`config.mk`:
```
export PLATFORM = sky130hd
export DESIGN_NAME = perf_snapshot_streamer
export DESIGN_NICKNAME = d
export VERILOG_FILES = /design/src/rtl/perf_pkg.sv /design/src/rtl/perf_byte_mux.sv /design/src/rtl/perf_snapshot_streamer.sv
export SDC_FILE = /design/constraint.sdc
export NUM_CORES = 1
export LEC_CHECK = 0
export ABC_AREA = 0
export CORE_ASPECT_RATIO = 1.5
export CORE_MARGIN = 2
export CORE_UTILIZATION = 40
export DETAILED_ROUTE_END_ITERATION = 6
export PLACE_DENSITY = 0.63
export RECOVER_POWER = 50
export SLEW_MARGIN = 0
export SYNTH_ARGS = -nofsm -noshare
export SYNTH_HDL_FRONTEND = slang
export SYNTH_HIERARCHICAL = 1
export SYNTH_SLANG_ARGS = --single-unit
```
`constraint.sdc`:
```
create_clock -name clk -period 2.3 [get_ports clk]
set_input_delay 0.23 -clock clk [delete_from_list [all_inputs] [get_ports clk]]
set_output_delay 0.23 -clock clk [all_outputs]
set_load 0.05 [all_outputs]
```
`src/rtl/perf_pkg.sv`:
```
// Shared types and helpers for the performance snapshot streamer.
// Optional feature macro: PERF_SNAP_CHECKSUM_EN (appends an XOR checksum byte).
package perf_pkg;

   typedef enum logic {
      IDLE = 1'b0,
      SEND = 1'b1
   } state_e;

   localparam logic [7:0] DEFAULT_HEADER = 8'hA5;

   // Frame is header + seq + two counter fields, plus one byte when the checksum is on.
   function automatic int unsigned frame_len(input int unsigned counter_width, input bit csum_en);
      return 2 + 2 * (counter_width / 8) + (csum_en ? 1 : 0);
   endfunction

endpackage

```
`src/rtl/perf_byte_mux.sv`:
```
// Selects the frame byte addressed by byte_idx_i from header, seq and the snapshots.
// Optional feature macro: PERF_SNAP_CHECKSUM_EN (last byte is the XOR of all earlier bytes).
module perf_byte_mux #(
   parameter int unsigned COUNTER_WIDTH = 32,
   parameter int unsigned IDX_W         = 4
) (
   input  logic [IDX_W-1:0]         byte_idx_i,
   input  logic [7:0]               header_i,
   input  logic [7:0]               seq_i,
   input  logic [COUNTER_WIDTH-1:0] blk_i,
   input  logic [COUNTER_WIDTH-1:0] cyc_i,
   output logic [7:0]               byte_o
);
   localparam int unsigned NB = COUNTER_WIDTH / 8;

`ifdef PERF_SNAP_CHECKSUM_EN
   logic [7:0] csum;

   // Checksum is derived from the snapshot registers, so it is stable for the whole frame.
   always_comb begin
      csum = header_i ^ seq_i;
      for (int k = 0; k < NB; k++) begin
         csum = csum ^ blk_i[8*k +: 8] ^ cyc_i[8*k +: 8];
      end
   end
`endif

   // Byte select: header, seq, blocks LSB first, cycles LSB first.
   always_comb begin
      byte_o = 8'h00;
      if (byte_idx_i == IDX_W'(0)) byte_o = header_i;
      if (byte_idx_i == IDX_W'(1)) byte_o = seq_i;
      for (int k = 0; k < NB; k++) begin
         if (byte_idx_i == IDX_W'(2 + k))      byte_o = blk_i[8*k +: 8];
         if (byte_idx_i == IDX_W'(2 + NB + k)) byte_o = cyc_i[8*k +: 8];
      end
`ifdef PERF_SNAP_CHECKSUM_EN
      if (byte_idx_i == IDX_W'(2 + 2*NB)) byte_o = csum;
`endif
   end

endmodule

```
`src/rtl/perf_snapshot_streamer.sv`:
```
// Captures the block/cycle counters atomically on request and streams them as a byte frame.
// Optional feature macro: PERF_SNAP_CHECKSUM_EN (adds a trailing XOR checksum byte).
//
// state | meaning
// IDLE  | no frame in flight; a request captures the counters and starts a frame
// SEND  | presenting frame bytes; advances on each handshake, restarts on a request at the last byte
module perf_snapshot_streamer
   import perf_pkg::*;
#(
   parameter int unsigned COUNTER_WIDTH = 32,
   parameter logic [7:0]  HEADER_BYTE   = DEFAULT_HEADER
) (
   input  logic                     clk,
   input  logic                     rst_n,
   input  logic                     snap_req,
   input  logic [COUNTER_WIDTH-1:0] blocks_processed,
   input  logic [COUNTER_WIDTH-1:0] cycles_elapsed,
   output logic                     out_valid,
   input  logic                     out_ready,
   output logic [7:0]               out_data,
   output logic                     out_last,
   output logic                     busy,
   output logic [7:0]               drop_cnt
);
`ifdef PERF_SNAP_CHECKSUM_EN
   localparam bit CSUM_EN = 1'b1;
`else
   localparam bit CSUM_EN = 1'b0;
`endif
   localparam int unsigned FRAME_LEN = frame_len(COUNTER_WIDTH, CSUM_EN);
   localparam int unsigned IDX_W     = $clog2(FRAME_LEN);
   localparam logic [IDX_W-1:0] LAST_IDX = IDX_W'(FRAME_LEN - 1);

   state_e                   state_q, state_d;
   logic [IDX_W-1:0]         idx_q, idx_d;
   logic [7:0]               seq_q, seq_d;
   logic [7:0]               drop_q, drop_d;
   logic [COUNTER_WIDTH-1:0] blk_q, blk_d;
   logic [COUNTER_WIDTH-1:0] cyc_q, cyc_d;
   logic [7:0]               mux_byte;
   logic                     sending;
   logic                     hs;
   logic                     at_last;

   assign sending   = (state_q == SEND);
   assign at_last   = (idx_q == LAST_IDX);
   assign hs        = sending && out_ready;
   assign out_valid = sending;
   assign busy      = sending;
   assign out_last  = sending && at_last;
   // Gate with the state so the byte port reads zero whenever nothing is offered.
   assign out_data  = sending ? mux_byte : 8'h00;
   assign drop_cnt  = drop_q;

   perf_byte_mux #(
      .COUNTER_WIDTH(COUNTER_WIDTH),
      .IDX_W        (IDX_W)
   ) u_byte_mux (
      .byte_idx_i(idx_q),
      .header_i  (HEADER_BYTE),
      .seq_i     (seq_q),
      .blk_i     (blk_q),
      .cyc_i     (cyc_q),
      .byte_o    (mux_byte)
   );

   // Next-state: capture, byte advance, seq wrap, back-to-back restart and drop counting.
   always_comb begin
      state_d = state_q;
      idx_d   = idx_q;
      seq_d   = seq_q;
      drop_d  = drop_q;
      blk_d   = blk_q;
      cyc_d   = cyc_q;
      unique case (state_q)
         IDLE: begin
            if (snap_req) begin
               blk_d   = blocks_processed;
               cyc_d   = cycles_elapsed;
               idx_d   = '0;
               state_d = SEND;
            end
         end
         SEND: begin
            if (hs && at_last) begin
               seq_d = seq_q + 8'd1;
               if (snap_req) begin
                  blk_d = blocks_processed;
                  cyc_d = cycles_elapsed;
                  idx_d = '0;
               end else begin
                  state_d = IDLE;
               end
            end else begin
               if (hs) idx_d = idx_q + IDX_W'(1);
               if (snap_req && (drop_q != 8'hFF)) drop_d = drop_q + 8'd1;
            end
         end
         default: state_d = IDLE;
      endcase
   end

   // State and snapshot registers.
   always_ff @(posedge clk or negedge rst_n) begin
      if (!rst_n) begin
         state_q <= IDLE;
         idx_q   <= '0;
         seq_q   <= 8'h00;
         drop_q  <= 8'h00;
         blk_q   <= '0;
         cyc_q   <= '0;
      end else begin
         state_q <= state_d;
         idx_q   <= idx_d;
         seq_q   <= seq_d;
         drop_q  <= drop_d;
         blk_q   <= blk_d;
         cyc_q   <= cyc_d;
      end
   end

endmodule
```
# Word-level counts from Yosys, hierarchy flattened

Index checks and enable logic that the tools add are counted.
Widths: inputs -> output; s select.

Register bits after elaboration: 85
Bits in latches: 0
Bits in writable memories: 0
Bits in read-only memories: 0
Bits of input ports: 68
Output and inout port bits: 19
Logic and storage cells: 54
Memories: 0

$add $sub $neg: 3
$mul: 0
Divide/modulo/power cells: 0
Order comparisons: 0
Eq/ne operators: 12
Shifts and indexed selects: 0
Multiplexer cells: 24
Bitwise gates (word level): 2
Reductions and logical operators: 7

Operators by type and width:

| operator            | count |
|---|---|
| $mux 32             | 4 |
| $pmux 32 s2         | 2 |
| $mux 8              | 11 |
| $add 8x1->8 const B | 2 |
| $eq 4x3->1 const B  | 4 |
| $mux 4              | 3 |
| $eq 4x2->1 const B  | 2 |
| $eq 4x4->1 const B  | 2 |
| $ne 8x8->1 const B  | 1 |
| $pmux 4 s2          | 1 |
| $add 4x1->4 const B | 1 |
| $eq 4x1->1 const B  | 1 |
| $logic_and 1x1->1   | 4 |
| $logic_not 4->1     | 1 |
| $ne 3x1->1 const B  | 1 |
| $reduce_and 3->1    | 1 |
| $mux 1              | 2 |
| $ne 2x1->1 const B  | 1 |
| $not 1->1           | 2 |
| $pmux 1 s2          | 1 |
| $reduce_and 2->1    | 1 |

# Longest topological paths before layout

Gate-level depths: netlist of the first run.

Word-level depth: 12
Gate-level depth with buffers: 8
Gate-level depth less buffers: 6

# Cells and area by module

The synthesis of the first run kept the hierarchy.

Modules (own cells, without submodules):

| module                 | instances | cells an instance | area an instance (µm²) | sequential area each (µm²) |
|---|---|---|---|---|
| perf_snapshot_streamer | 1         | 245               | 3525.9                 | 2127.0 |
| perf_byte_mux          | 1         | 140               | 1014.7                 | 0.0 |

# Least setup slack after synthesis of the first run

Ideal clock, no wire load.

Path type: register to register
Start point: reg state_q (netlist: busy)
End point: reg blk_q[10]
Library setup time: 127 ps
Arrival: 1840 ps
Data required time: 2173 ps
Path slack: 332 ps
Stages on the path, launching flop included: 7
Buffers on the path: 2
Clock period less this slack: 1968 ps
Path through: dfrtp_1 -> and2_4 -> nand2_2 -> a21boi_2 -> buf_6 -> buf_6 -> mux2_1

Word-level cells in the longest chain between the ends: 3
Elaborated cells between the ends (all ways): 5
Those cells by class: eq/ne (1); mux (1); bitwise (1); reduce/logical (2)

Ends and longest elaborated chain:

| item                     | line                          | text |
|---|---|---|
| start: declaration       | perf_snapshot_streamer.sv:34  | `state_e state_q, state_d;` |
| start signal: assignment | perf_snapshot_streamer.sv:113 | `state_q <= state_d;` |
| $logic_and 1x1->1        | perf_snapshot_streamer.sv:47  | `assign hs = sending && out_ready;` |
| $logic_and 1x1->1        | perf_snapshot_streamer.sv:85  | `if (hs && at_last) begin` |
| $ne 2x1->1 (no line)     | -                             |  |
| end signal: assignment   | perf_snapshot_streamer.sv:117 | `blk_q <= blk_d;` |
| end: declaration         | perf_snapshot_streamer.sv:38  | `logic [COUNTER_WIDTH-1:0] blk_q, blk_d;` |

Several ways; a longest one is shown, not always the timed one.
A chain may end at the register's enable or synchronous reset.

# Worst setup path after layout of the first run

Start point: reg idx_q[1]
End point: out out_data[1]

Word-level cells in the longest chain between the ends: 11
Elaborated cells between the ends (all ways): 19
Those cells by class: eq/ne (9); mux (10)

Ends and longest elaborated chain:

| item                     | line                          | text |
|---|---|---|
| start: declaration       | perf_snapshot_streamer.sv:35  | `logic [IDX_W-1:0] idx_q, idx_d;` |
| start signal: assignment | perf_snapshot_streamer.sv:114 | `idx_q <= idx_d;` |
| $eq 4x1->1               | perf_byte_mux.sv:32           | `if (byte_idx_i == IDX_W'(1)) byte_o = seq_i;` |
| $mux 8                   | perf_byte_mux.sv:32           |  |
| $mux 8                   | perf_byte_mux.sv:34           | `if (byte_idx_i == IDX_W'(2 + k)) byte_o = blk_i[8*k +: 8];` |
| $mux 8                   | perf_byte_mux.sv:35           | `if (byte_idx_i == IDX_W'(2 + NB + k)) byte_o = cyc_i[8*k +: 8];` |
| $mux 8                   | perf_byte_mux.sv:34           |  |
| $mux 8                   | perf_byte_mux.sv:35           |  |
| $mux 8                   | perf_byte_mux.sv:34           |  |
| $mux 8                   | perf_byte_mux.sv:35           |  |
| $mux 8                   | perf_byte_mux.sv:34           |  |
| $mux 8 *                 | perf_byte_mux.sv:35           |  |
| via mux_byte[1]          | perf_snapshot_streamer.sv:40  | `logic [7:0] mux_byte;` |
| $mux 8 *                 | perf_snapshot_streamer.sv:52  | `assign out_data = sending ? mux_byte : 8'h00;` |
| end: declaration         | perf_snapshot_streamer.sv:20  | `output logic [7:0] out_data,` |

The timed path passes the listed nets; every way through them passes the cells marked *.

==> results of run 1 <==
## cells by family (layout without fill, tap and decap cells)
kind of cell	after synthesis	after routing	synth area share
simple gates	96	96	0.126
flops	85	85	0.468
mux	78	78	0.192
compound gates	71	71	0.107
buf+inv	38	140	0.0714
xor+xnor	11	11	0.0229
fa+ha+maj	4	4	0.0110
other cells	2	8	0.00165
## registers in the layout, indices dropped and copies added (netlist names)
signal    count
drop_cnt      8
busy          1
idx_q         4
cyc_q        32
blk_q        32
seq_q         8
## synthesized netlist by cell type (all sizes together), types with 5 or more instances
| library cell | n | area, sq um |
|---|---|---|
| o21ai | 14 | 70.1 |
| a21oi | 15 | 78.8 |
| a22oi | 5 | 37.5 |
| nand4 | 5 | 31.3 |
| and2 | 12 | 80.1 |
| mux2 | 74 | 833 |
| and3 | 7 | 43.8 |
| o22ai | 9 | 56.3 |
| nor2 | 17 | 63.8 |
| inv | 12 | 45.0 |
| xnor2 | 9 | 86.3 |
| buf | 20 | 206 |
| nand2b | 5 | 31.3 |
| clkbuf | 6 | 72.6 |
| nand2 | 19 | 73.8 |
| dfrtp | 85 | 2130 |
| nand3 | 9 | 45.0 |
## path summary, 6_finish.rpt
kind / startpoint / end / cells past startpoint
min in group asynchronous: rst_n / blk_q[22] / 2
max in group asynchronous: rst_n / idx_q[3] / 3
max: idx_q[1] / out_data[1] / 7
min: seq_q[7] / seq_q[7] / 1
min reg2reg: seq_q[7] / seq_q[7] / 1
max reg2reg: idx_q[1] / blk_q[8] / 9
## per-stage QoR
stage               utilization  TNS, ps  cell area [sq um]
CTS                       0.548    -1.73               6050
floorplan                     -        0               4560
global route              0.556    -2120               6140
global placement          0.507        0               5610
finish                    0.556     -106               6140
detailed placement        0.507        0               5610
## worst reg2reg max path, stage by stage (launching register included)
cell and delay, ps:
dfrtp_2 450, buf_4 150, buf_4 130, inv_1 50, ha_1 130, and3b_4 210
nand2_4 80, a21boi_4 210, buf_12 250, mux2_2 400
## area by class of cell
cell class,count,area [sq um]
multi-input cells,268,2260
well taps,147,184
clock inverters,6,63.8
flip-flops and latches,85,2130
clock buffers,9,225
fillers,977,4910
inverters,12,48.8
repair buffers,113,1230
## power by group
| group | switching, mW | internal [mW] | total [mW] |
|---|---|---|---|
| clock | 0.585 | 0.834 | 1.42 |
| combinational | 2.30 | 2.30 | 4.60 |
| sequential | 0.510 | 2.16 | 2.67 |
| total | 3.40 | 5.29 | 8.69 |
## timing repair
item / in CTS / in global routing
setup endpoints to repair: 8 / 8
cloned: 0 / 1
gates resized for setup: 29 / 12
setup buffers: 5 / 4
hold buffers: 1 / 0
hold endpoints to repair: 24 / 0
pin swaps: 7 / 4
## layer usage
layer  track usage  vias to the layer above  routed length, um
met3        0.0335                       24                471
li1              -                     1599                  -
met2         0.355                      101               6180
met1         0.207                     1704               4430
met5             0                        -                  0
met4         0.101                        0                350
==> results.ini, run 1 <==
[worst_setup_path]
path_class=reg2out
critPathArrivalTime_ps=2120
path_common_cell=and2_4
crit_buf_inv=2
worstSetupStartpointType=register
cpMaxStageDelayCell=dfrtp_2
r2r_slack_ps=140
critPathMaxStageDelay_ps=450
endpoint_kind=output port
worstPathCellList=buf_6 -> and2_4 -> a311oi_2 -> o41ai_2 -> a22oi_1 -> and2_4 -> buf_12
critical_path.top_delay_family=compound AO/OA/AOI/OAI gates
cp_max_fo=7
crit_required_ps=2070

[floorplanning]
num_rows=47
initial_core_util=0.411
dieArea_sq_um=12200
core_area_sq_um=11100
io_pins=87
die_h_um=134
die_w_um=91.0

[detailed_routing]
drcViolationCount=0
num_vias=3428
wl_per_cell_um=17.9
dr.first_iter.drc_count=210
first_pass_iters=5
via_per_inst=5.36
antenna_left=0
wl_mm=11.4

[sta]
rsz0062_at_grt=yes
timing.hold.ws_ps=477
fin_skew_ps=6.98
drv_slew=26
relSlewSlack=-0.00401
min_period_over_period=1.02
fmax_mhz=425
fin_crit_ps=2350
hold_viol=0
tightestPinTransition_ps=1510
worst_slack_ps=-53.8
setup_viol=5

[pwr]
totalPowerFinal_mw=8.69
power_density_nw_per_um2=1410
p_leak_nw=2.64
ir_worst_vdd_uv=982

[grt]
grt_pass1_vias=3592
grt_pass1_wl_mm=18.2
grt_overflow_total=0
grt.total_usage=0.192
grt_max_degree=39
antenna_found_initial=0

[outcome]
status=finished with violations
violations=capacitance limit, slew limit, setup timing

[cts]
clockBufferDepth=2
h-tree-depth=3
clk_pin_slew_ps=60
clk-insertion-delay-late_ps=340
clock-sinks=85
cts_tree=built
root_buffer=clkbuf_16
numCtsBuffers=9

[run]
max_cap_violations=1

[finish]
finalNetCount=561
areaGrowthSynthToFinish_pct=35.3
final_cell_mix=dfrtp_1 (81), clkdlybuf4s50_1 (75), mux2_1 (49), mux2_2 (25), nand2_1 (18)
n_antenna_cell=0
drive_above_1_share=0.229
final_cells=640
final_common_cell=dfrtp_1

[synthesis]
async_flop_share=1.00
ys.flop_type=dfrtp_1
yosys_warnings=6
ys_seq_area_frac=0.468
synth_edf_count=0
ys_seq_elements=85
synth_area_sq_um=4540
avgSynthCellArea_sq_um=11.8
synthDistinctLibCells=56
synthCells=385

[placed_design]
dp_cells=614
place_congestion=0.870
place_hpwl_mm=8.29
port_buffers=86
pre_cts_ws_ps=130

[worst_hold_path]
holdCritPathClass=reg2reg

Power figures use the tool's default switching activity.
==> run 2: changes to the inputs <==
- ABC_CLOCK_PERIOD_IN_PS: unset -> 2300
- CORE_UTILIZATION: 40 -> 45
- PLACE_DENSITY: 0.63 -> 0.7
==> results.ini, run 2 (same netlist as run 1, synthesis figures left out) <==
[sta]
drv_slew=0
timing.hold.ws_ps=478
min_period_over_period=1.02
fmax_mhz=427
tightestPinTransition_ps=991
rsz0062_at_grt=yes
hold_viol=0
fin_crit_ps=2340
worst_slack_ps=-43.3
fin_skew_ps=4.90
setup_viol=3
relSlewSlack=0.339

[finish]
ff_latch_area_sq_um=2130
multiInputGateArea_sq_um=2290
areaGrowthSynthToFinish_pct=38.9
n_antenna_cell=0
finalNetCount=576
final_common_cell=dfrtp_1
drive_above_1_share=0.265
fill_cells=737
reg_top3=blk_q (32), cyc_q (32)
final_cell_mix=dfrtp_1 (81), clkdlybuf4s50_1 (76), mux2_1 (49), buf_4 (31), mux2_2 (25)

[outcome]
violations=setup timing
status=finished with violations

[placed_design]
place_congestion=0.967
place_hpwl_mm=7.93
port_buffers=86

[worst_setup_path]
cp_max_fo=13
endpoint_kind=output port
worstSetupStartpointType=register
critPathArrivalTime_ps=2110
cp-startpoint=idx_q[2]
path_class=reg2out
crit_required_ps=2070
r2r-start=idx_q[1]

[run]
max_cap_violations=0

[floorplanning]
io_pins=87
core_area_sq_um=9740
die_h_um=127
die_w_um=86.0
dieArea_sq_um=10900
initial_core_util=0.466
num_rows=44

[grt]
grt_max_degree=48
grt_pass1_vias=3503
antenna_found_initial=0
grt_pass1_wl_mm=17.3
grt_overflow_total=0
grt.total_usage=0.206

[cts]
clock-sinks=85
cts_tree=built
numCtsBuffers=9
h-tree-depth=3
clk_pin_slew_ps=60
root_buffer=clkbuf_16
clk-insertion-delay-late_ps=340
clockBufferDepth=2

[worst_hold_path]
holdCritPathClass=reg2reg
min_from=seq_q[7]

[pwr]
power_density_nw_per_um2=1460
totalPowerFinal_mw=9.24
ir_worst_vdd_uv=749
p_leak_nw=2.75

[detailed_routing]
num_vias=3522
dr.first_iter.drc_count=256
drcViolationCount=0
first_pass_iters=5
wl_mm=11.3
antenna_left=0
via_per_inst=5.64
wl_per_cell_um=18.1

## run 2: changes by cell type in the layout (fill, tap and decap cells not counted), moves of 2 or more
| cell | delta |
|---|---|
| clkinvlp_4 | -2 |
| bufinv_16 | +2 |
| a22oi_1 | -3 |
| a21oi_2 | -2 |
| buf_8 | +2 |
| nor4bb_1 | -2 |
| o22ai_2 | +2 |
| a22oi_2 | +3 |
| and2_4 | +2 |
| buf_4 | +15 |
| o22ai_1 | -2 |
## run 2: final timing paths
path | depth (start not counted) | slack, ps | to
hold reg to reg | 1 | 480 | seq_q[7]
max in group asynchronous | 3 | 400 | idx_q[2]
min in group asynchronous | 2 | 600 | blk_q[15]
setup reg to reg | 9 | 90 | cyc_q[6]
setup / recovery | 7 | -40 | out_data[4]
hold / removal | 1 | 480 | seq_q[7]
## run 2: final cells by class
class | instances | area share
clock buffer | 12 | 0.0391
clock inverter | 4 | 0.0151
inverter | 12 | 0.00774
multi-input combinational | 268 | 0.363
sequential | 85 | 0.338
tap | 115 | 0.0228
timing repair buffer | 128 | 0.215
## run 2: stage by stage
step	instances	TNS [ps]	area [sq um]	worst slack, ps	util
final	624	-80.4	6310	-43.3	0.647
after global routing	624	-374	6310	-94.3	0.647
after CTS	614	0	6170	1.69	0.634
after detailed placement	586	0	5600	157	0.574
after global placement	586	0	5600	221	0.574
after floorplan	391	0	4560	332	-
## run 2: power by group
part / switching, mW / total, mW / internal (mW) / leakage [nW]
Sequential: 0.517 / 2.68 / 2.16 / 1.04
Combinational: 2.39 / 4.91 / 2.52 / 1.55
Clock: 0.557 / 1.65 / 1.09 / 0.167
Total: 3.46 / 9.24 / 5.77 / 2.75
## run 2: layer usage
layer | wire length (um) | vias up | global-route usage
met4 | 546 | 0 | 0.109
met5 | 0 | - | 0
li1 | - | 1624 | -
met3 | 508 | 35 | 0.0336
met1 | 4160 | 1754 | 0.233
met2 | 6110 | 109 | 0.364
## run 2: repair_timing
item / CTS / global route
setup buffers: 10 / 11
endpoints found under the hold margin: 38 / 0
hold buffers: 1 / 0
endpoints found under the setup margin: 8 / 8
gates cloned: 1 / 1
gates resized for setup: 31 / 20
pin swaps: 5 / 12
## run 2: critical path, cell delays in order (launching register included)
cell,delay [ps]
dfrtp_2,460
buf_8,170
nor3b_4,180
a311oi_2,320
o41ai_2,150
a22oi_1,180
and2_4,180
buf_12,130
